<file path="config.mk">
export PLATFORM = sky130hd
export DESIGN_NAME = memref_rd_streamer
export DESIGN_NICKNAME = d
export VERILOG_FILES = /design/src/rtl/memref_pkg.sv /design/src/rtl/memref_fifo.sv /design/src/rtl/memref_rd_streamer.sv
export SDC_FILE = /design/constraint.sdc
export NUM_CORES = 1
export LEC_CHECK = 0
export ABC_AREA = 1
export ABC_CLOCK_PERIOD_IN_PS = 3700
export CAP_MARGIN = 40
export CORE_MARGIN = 2
export CORE_UTILIZATION = 55
export DETAILED_ROUTE_END_ITERATION = 10
export PLACE_DENSITY = 0.79
export SLEW_MARGIN = 20
export SYNTH_ARGS = -nofsm -noshare
export SYNTH_HDL_FRONTEND = slang
export SYNTH_SLANG_ARGS = --single-unit
</file>
<file path="constraint.sdc">
create_clock -name clk -period 3.7 [get_ports clk]
set_input_delay 0.74 -clock clk [delete_from_list [all_inputs] [get_ports clk]]
set_output_delay 0.74 -clock clk [all_outputs]
set_load 0.1 [all_outputs]
</file>
<file path="src/rtl/memref_pkg.sv">
// Shared types and helpers for the memref read streamer.
package memref_pkg;

  typedef enum logic [1:0] {
    IDLE,
    ISSUE,
    DRAIN,
    DONE
  } state_t;

  // Address width for a memref of the given depth (never less than 1 bit)
  function automatic int addr_w(input int size);
    return (size > 1) ? $clog2(size) : 1;
  endfunction

endpackage

</file>
<file path="src/rtl/memref_fifo.sv">
// Small synchronous FIFO buffering read responses ahead of the output stream.
module memref_fifo #(
  parameter int WIDTH = 32,
  parameter int DEPTH = 4,
  localparam int PW = $clog2(DEPTH)
) (
  input  logic             clk,
  input  logic             rst,
  input  logic             push,
  input  logic [WIDTH-1:0] din,
  input  logic             pop,
  output logic [WIDTH-1:0] dout,
  output logic             full,
  output logic             empty,
  output logic [PW:0]      count
);

  logic [WIDTH-1:0] mem [DEPTH];
  logic [PW-1:0]    wr_ptr;
  logic [PW-1:0]    rd_ptr;
  logic [PW:0]      cnt_q;
  logic             do_push;
  logic             do_pop;

  always_comb begin
    full    = (cnt_q == (PW+1)'(DEPTH));
    empty   = (cnt_q == '0);
    do_pop  = pop && !empty;
    // A push into a full FIFO is still legal when the head leaves in the same cycle
    do_push = push && (!full || do_pop);
    dout    = mem[rd_ptr];
    count   = cnt_q;
  end

  always_ff @(posedge clk or negedge rst) begin
    if (!rst) begin
      wr_ptr <= '0;
      rd_ptr <= '0;
      cnt_q  <= '0;
    end else begin
      if (do_push) wr_ptr <= wr_ptr + 1'b1;
      if (do_pop)  rd_ptr <= rd_ptr + 1'b1;
      if (do_push && !do_pop)      cnt_q <= cnt_q + 1'b1;
      else if (do_pop && !do_push) cnt_q <= cnt_q - 1'b1;
    end
  end

  always_ff @(posedge clk) begin
    if (do_push) mem[wr_ptr] <= din;
  end

endmodule

</file>
<file path="src/rtl/memref_rd_streamer.sv">
// Issues a burst of reads to a memref port and streams the responses out
// through a credit-controlled FIFO with ready/valid handshake.
module memref_rd_streamer
  import memref_pkg::*;
#(
  parameter int WIDTH      = 32,
  parameter int SIZE       = 8,
  parameter int FIFO_DEPTH = 4,
  localparam int AW = addr_w(SIZE),
  localparam int CW = $clog2(FIFO_DEPTH) + 1
) (
  input  logic             clk,
  input  logic             rst,
  input  logic             start,
  input  logic [AW-1:0]    base,
  input  logic [AW:0]      count,
  output logic             rd_en,
  output logic [AW-1:0]    addr,
  input  logic             dout_valid,
  input  logic [WIDTH-1:0] dout,
  output logic             m_valid,
  output logic [WIDTH-1:0] m_data,
  output logic             m_last,
  input  logic             m_ready,
  output logic             busy,
  output logic             done
);

  state_t           state;
  logic [AW-1:0]    addr_q;
  logic [AW:0]      rem_q;
  logic [AW:0]      count_q;
  logic [AW:0]      pop_cnt;
  logic             outstanding;
  logic             busy_q;
  logic             done_q;

  logic             accept;
  logic             push;
  logic             pop;
  logic             issue;
  logic             credit_ok;
  logic             head_last;
  logic [WIDTH-1:0] fifo_dout;
  logic             fifo_full;
  logic             fifo_empty;
  logic [CW-1:0]    fifo_cnt;

  memref_fifo #(
    .WIDTH (WIDTH),
    .DEPTH (FIFO_DEPTH)
  ) u_fifo (
    .clk   (clk),
    .rst   (rst),
    .push  (push),
    .din   (dout),
    .pop   (pop),
    .dout  (fifo_dout),
    .full  (fifo_full),
    .empty (fifo_empty),
    .count (fifo_cnt)
  );

  always_comb begin
    accept    = (state == ISSUE) || (state == DRAIN);
    push      = dout_valid && accept;
    // Reserve a FIFO slot for every read in flight so responses never overflow
    credit_ok = (int'(outstanding) + int'(fifo_cnt)) < FIFO_DEPTH;
    issue     = (state == ISSUE) && (rem_q != '0) && credit_ok;
    head_last = (pop_cnt == count_q - (AW+1)'(1));
    m_valid   = !fifo_empty;
    m_data    = fifo_empty ? '0 : fifo_dout;
    m_last    = m_valid && accept && head_last;
    pop       = m_valid && m_ready;
    rd_en     = issue;
    addr      = addr_q;
    busy      = busy_q;
    done      = done_q;
  end

  always_ff @(posedge clk or negedge rst) begin
    if (!rst) begin
      state       <= IDLE;
      addr_q      <= '0;
      rem_q       <= '0;
      count_q     <= '0;
      pop_cnt     <= '0;
      outstanding <= 1'b0;
      busy_q      <= 1'b0;
      done_q      <= 1'b0;
    end else begin
      done_q <= 1'b0;

      if (issue)           outstanding <= 1'b1;
      else if (dout_valid) outstanding <= 1'b0;

      if (issue) begin
        addr_q <= (addr_q == AW'(SIZE - 1)) ? '0 : addr_q + 1'b1;
        rem_q  <= rem_q - 1'b1;
      end

      if (pop) pop_cnt <= pop_cnt + 1'b1;

      unique case (state)
        IDLE: begin
          if (start) begin
            addr_q  <= base;
            count_q <= count;
            rem_q   <= count;
            pop_cnt <= '0;
            busy_q  <= 1'b1;
            if (count == '0) begin
              state  <= DONE;
              done_q <= 1'b1;
            end else begin
              state <= ISSUE;
            end
          end
        end
        ISSUE: begin
          if (issue && (rem_q == (AW+1)'(1))) state <= DRAIN;
        end
        DRAIN: begin
          if (pop && m_last) begin
            state  <= DONE;
            done_q <= 1'b1;
          end
        end
        DONE: begin
          state  <= IDLE;
          busy_q <= 1'b0;
        end
        default: state <= IDLE;
      endcase
    end
  end

  a_no_overflow : assert property (@(posedge clk) disable iff (!rst) !(push && fifo_full));

endmodule

</file>
==> flow_summary.json <==
{
  "diodes": 0,
  "horizontal_die_dimension_um": 114,
  "synth_cell_types": 32,
  "layout.cell_area.non_filler_sq_um": 8590,
  "synth.net_count": 640,
  "worstSetupEndpoint": "m_data[31]",
  "async_reset_ff_share_pct": 17.4,
  "dieHeight_um": 114,
  "setup_viol_count_final": 0,
  "timing_worst_slew_pin_value_ns": 0.651,
  "critical_path_launch_point_type": "register",
  "hold_violations": 0,
  "cts.path.max_buffers": 2,
  "yosys-top-cells-area": "edfxtp_1 (58%), dfrtp_1 (10%), nor2_1 (8.1%)",
  "crit-reg2reg-launch": "state[0]",
  "synth_flop_cell": "edfxtp_1",
  "ios": 84,
  "maxCapViolCount": 0,
  "fin_hold_ws_ns": 0.496,
  "grt_pass1_wl_um": 23800,
  "synth-edff-count": 128,
  "critical_path_peak_fanout": 34,
  "critical_path_class": "register to primary output",
  "cp_data_arrival_time_ns": 2.67,
  "cts_repair_resize_count": 0,
  "synthCells": 580,
  "drive_gt1_share_pct": 16.0,
  "synth_top_cell_by_area": "edfxtp_1",
  "first_pass_iters": 5,
  "worstSetupEndpointType": "primary output",
  "synth_sequential_area_ratio_pct": 68.1,
  "clkSlewWorstSetupHoldPaths_ns": 0.06,
  "route.detailed.vias_per_inst": 5.62,
  "initial_cell_density_of_the_core_pct": 55.7,
  "period_share_pct": 92.1,
  "crit_path_start": "u_fifo.rd_ptr[0]",
  "clock-skew-final_ns": 0.00779,
  "post_cts.repair.setup_buffers": 0,
  "timing.setup.tns_ns": 0,
  "syn-cell-area_sq_um": 6640,
  "synth_warnings": 0,
  "area_after_dpl_sq_um": 7990,
  "globalRouteTotalUtil_pct": 24.0,
  "routed_wl_um": 14900,
  "met2_usage_pct": 42.4,
  "rrSetupSlack_ns": 1.39,
  "std_cell_core_area_sq_um": 11900,
  "ys_seq_elements": 155,
  "postRouteAntennaNets": 0,
  "detail_route.drc_violations": 0,
  "synth_top_area_share_pct": 57.9,
  "pin_count_of_the_biggest_net_entering_global_routing": 35,
  "wl_per_cell_um": 17.9,
  "timing.critical_path.required_ns": 2.96,
  "cts-buffers-inserted": 17,
  "status": "complete, no violations",
  "final_core_util_pct": 72.1,
  "initial_antenna_violation_count": 0,
  "fill_count": 791,
  "vias": 4680,
  "clock_tree.htree_level_count": 4,
  "clock_latency_late_sink_ns": 0.42,
  "timing.final.max_slew_violations": 0,
  "grt_pass1_vias": 4880,
  "grt_use_met1_pct": 29.3,
  "placementRows": 40,
  "clk_root_buffer_cell": "clkbuf_16",
  "rsz_0062_raised_after_global_routing": "no",
  "timing.rr.end": "u_fifo.count[2]",
  "grt_overflow_total": 0,
  "grt.busiest_layer": "met2",
  "hold_class": "input pin to asynchronous set/reset pin",
  "grt.met3_usage_pct": 4.99,
  "io_buffers": 83,
  "finish.net_count": 733,
  "r2r_cells": 10,
  "place.detailed.hpwl_um": 9190,
  "die_area_sq_um": 13000,
  "routabilityCongestion": 0.819,
  "drc_marker_count_from_the_first_detailed_route_iteration": 423,
  "slew-limit-headroom_pct": 56.5,
  "final_period_minus_worst_setup_slack_ns": 3.41,
  "clock.fmax_ghz": 0.293,
  "clock_tree_from_tritoncts": "yes",
  "average_instance_area_after_synthesis_sq_um": 11.4,
  "ctsHoldBuffers": 0,
  "areaGrowthSynthToFinish_pct": 29.4,
  "cts_sinks": 155
}
-- cell type report --
type	instances	area, sq um	area share (%)
clock buffer	27	557	6.48
clock inverter	5	26.3	0.306
inverter	40	153	1.78
multi-input combinational	359	1830	21.4
sequential	155	4520	52.6
tap	147	184	2.14
timing repair buffer	100	1320	15.3
-- registers in the layout (all words and copies together), names as in the netlist --
name           count
u_fifo.wr_ptr      2
addr               3
count_q            4
u_fifo.mem       128
pop_cnt            4
busy               1
outstanding        1
state              2
u_fifo.rd_ptr      2
rem_q              4
u_fifo.count       3
done               1
-- cells in the final DEF (no fill, tap or decap), types with 20 or more instances in the layout --
master,netlist,routed
clkbuf_16,0,20
clkdlybuf4s50_1,0,48
a21oi_1,39,39
buf_12,0,32
o21ai_1,20,20
nand2_1,41,41
o21ai_0,64,64
inv_1,32,31
nor2_1,143,139
dfrtp_1,27,26
edfxtp_1,128,128
-- cells by family (layout without fill, tap and decap cells) --
family | after synthesis | count (layout) | synth area share, %
flip-flops | 155 | 155 | 68.1
buffers and inverters | 66 | 172 | 4.71
multiplexers | 1 | 1 | 0.170
XOR/XNOR | 8 | 8 | 1.17
AO/OA/AOI/OAI | 126 | 126 | 9.63
AND/OR/NAND/NOR | 208 | 208 | 13.1
adder cells (fa/ha/maj) | 16 | 16 | 3.13
-- layer usage --
metal	share of wire, %	vias to the layer above
met5	0	-
met4	1.9	0
met3	5.3	28
met2	53	194
met1	39	2286
li1	-	2172
-- Yosys cell counts, types with 6 or more instances --
master / instances
ha_1: 15
inv_2: 7
inv_1: 32
a21oi_1: 39
nand3_1: 10
nor2_1: 143
clkbuf_1: 8
o21ai_1: 20
buf_2: 11
nand2_1: 41
edfxtp_1: 128
buf_6: 6
o21ai_0: 64
dfrtp_1: 27
-- worst max-delay path, stage by stage (launching register included) --
cell and delay [ns]:
dfrtp_2 0.78, buf_4 0.46, nor2_1 0.09, nor2_1 0.13, o21ai_0 0.14, a21oi_1 0.41
buf_12 0.23
-- worst min-delay path by stage --
stage,startpoint,end,slack (ns)
after floorplan,rst,addr[0],0.44
after global placement,count_q[3],count_q[3],0.50
after detailed placement,count_q[3],count_q[3],0.52
after CTS,count_q[3],count_q[3],0.53
after global routing,rst,busy,0.50
final,rst,busy,0.50
-- through the flow --
stage / std cells / worst slack, ns
3_5_place_dp: 800 / 0.800
6_report: 833 / 0.292
2_1_floorplan: 580 / 0.409
5_1_grt: 833 / 0.180
3_3_place_gp: 795 / 0.839
4_1_cts: 832 / 0.325
Power is left out: the tool's default activity adds up to more than one toggle a clock period on the data nets, which glitch-free logic cannot reach.
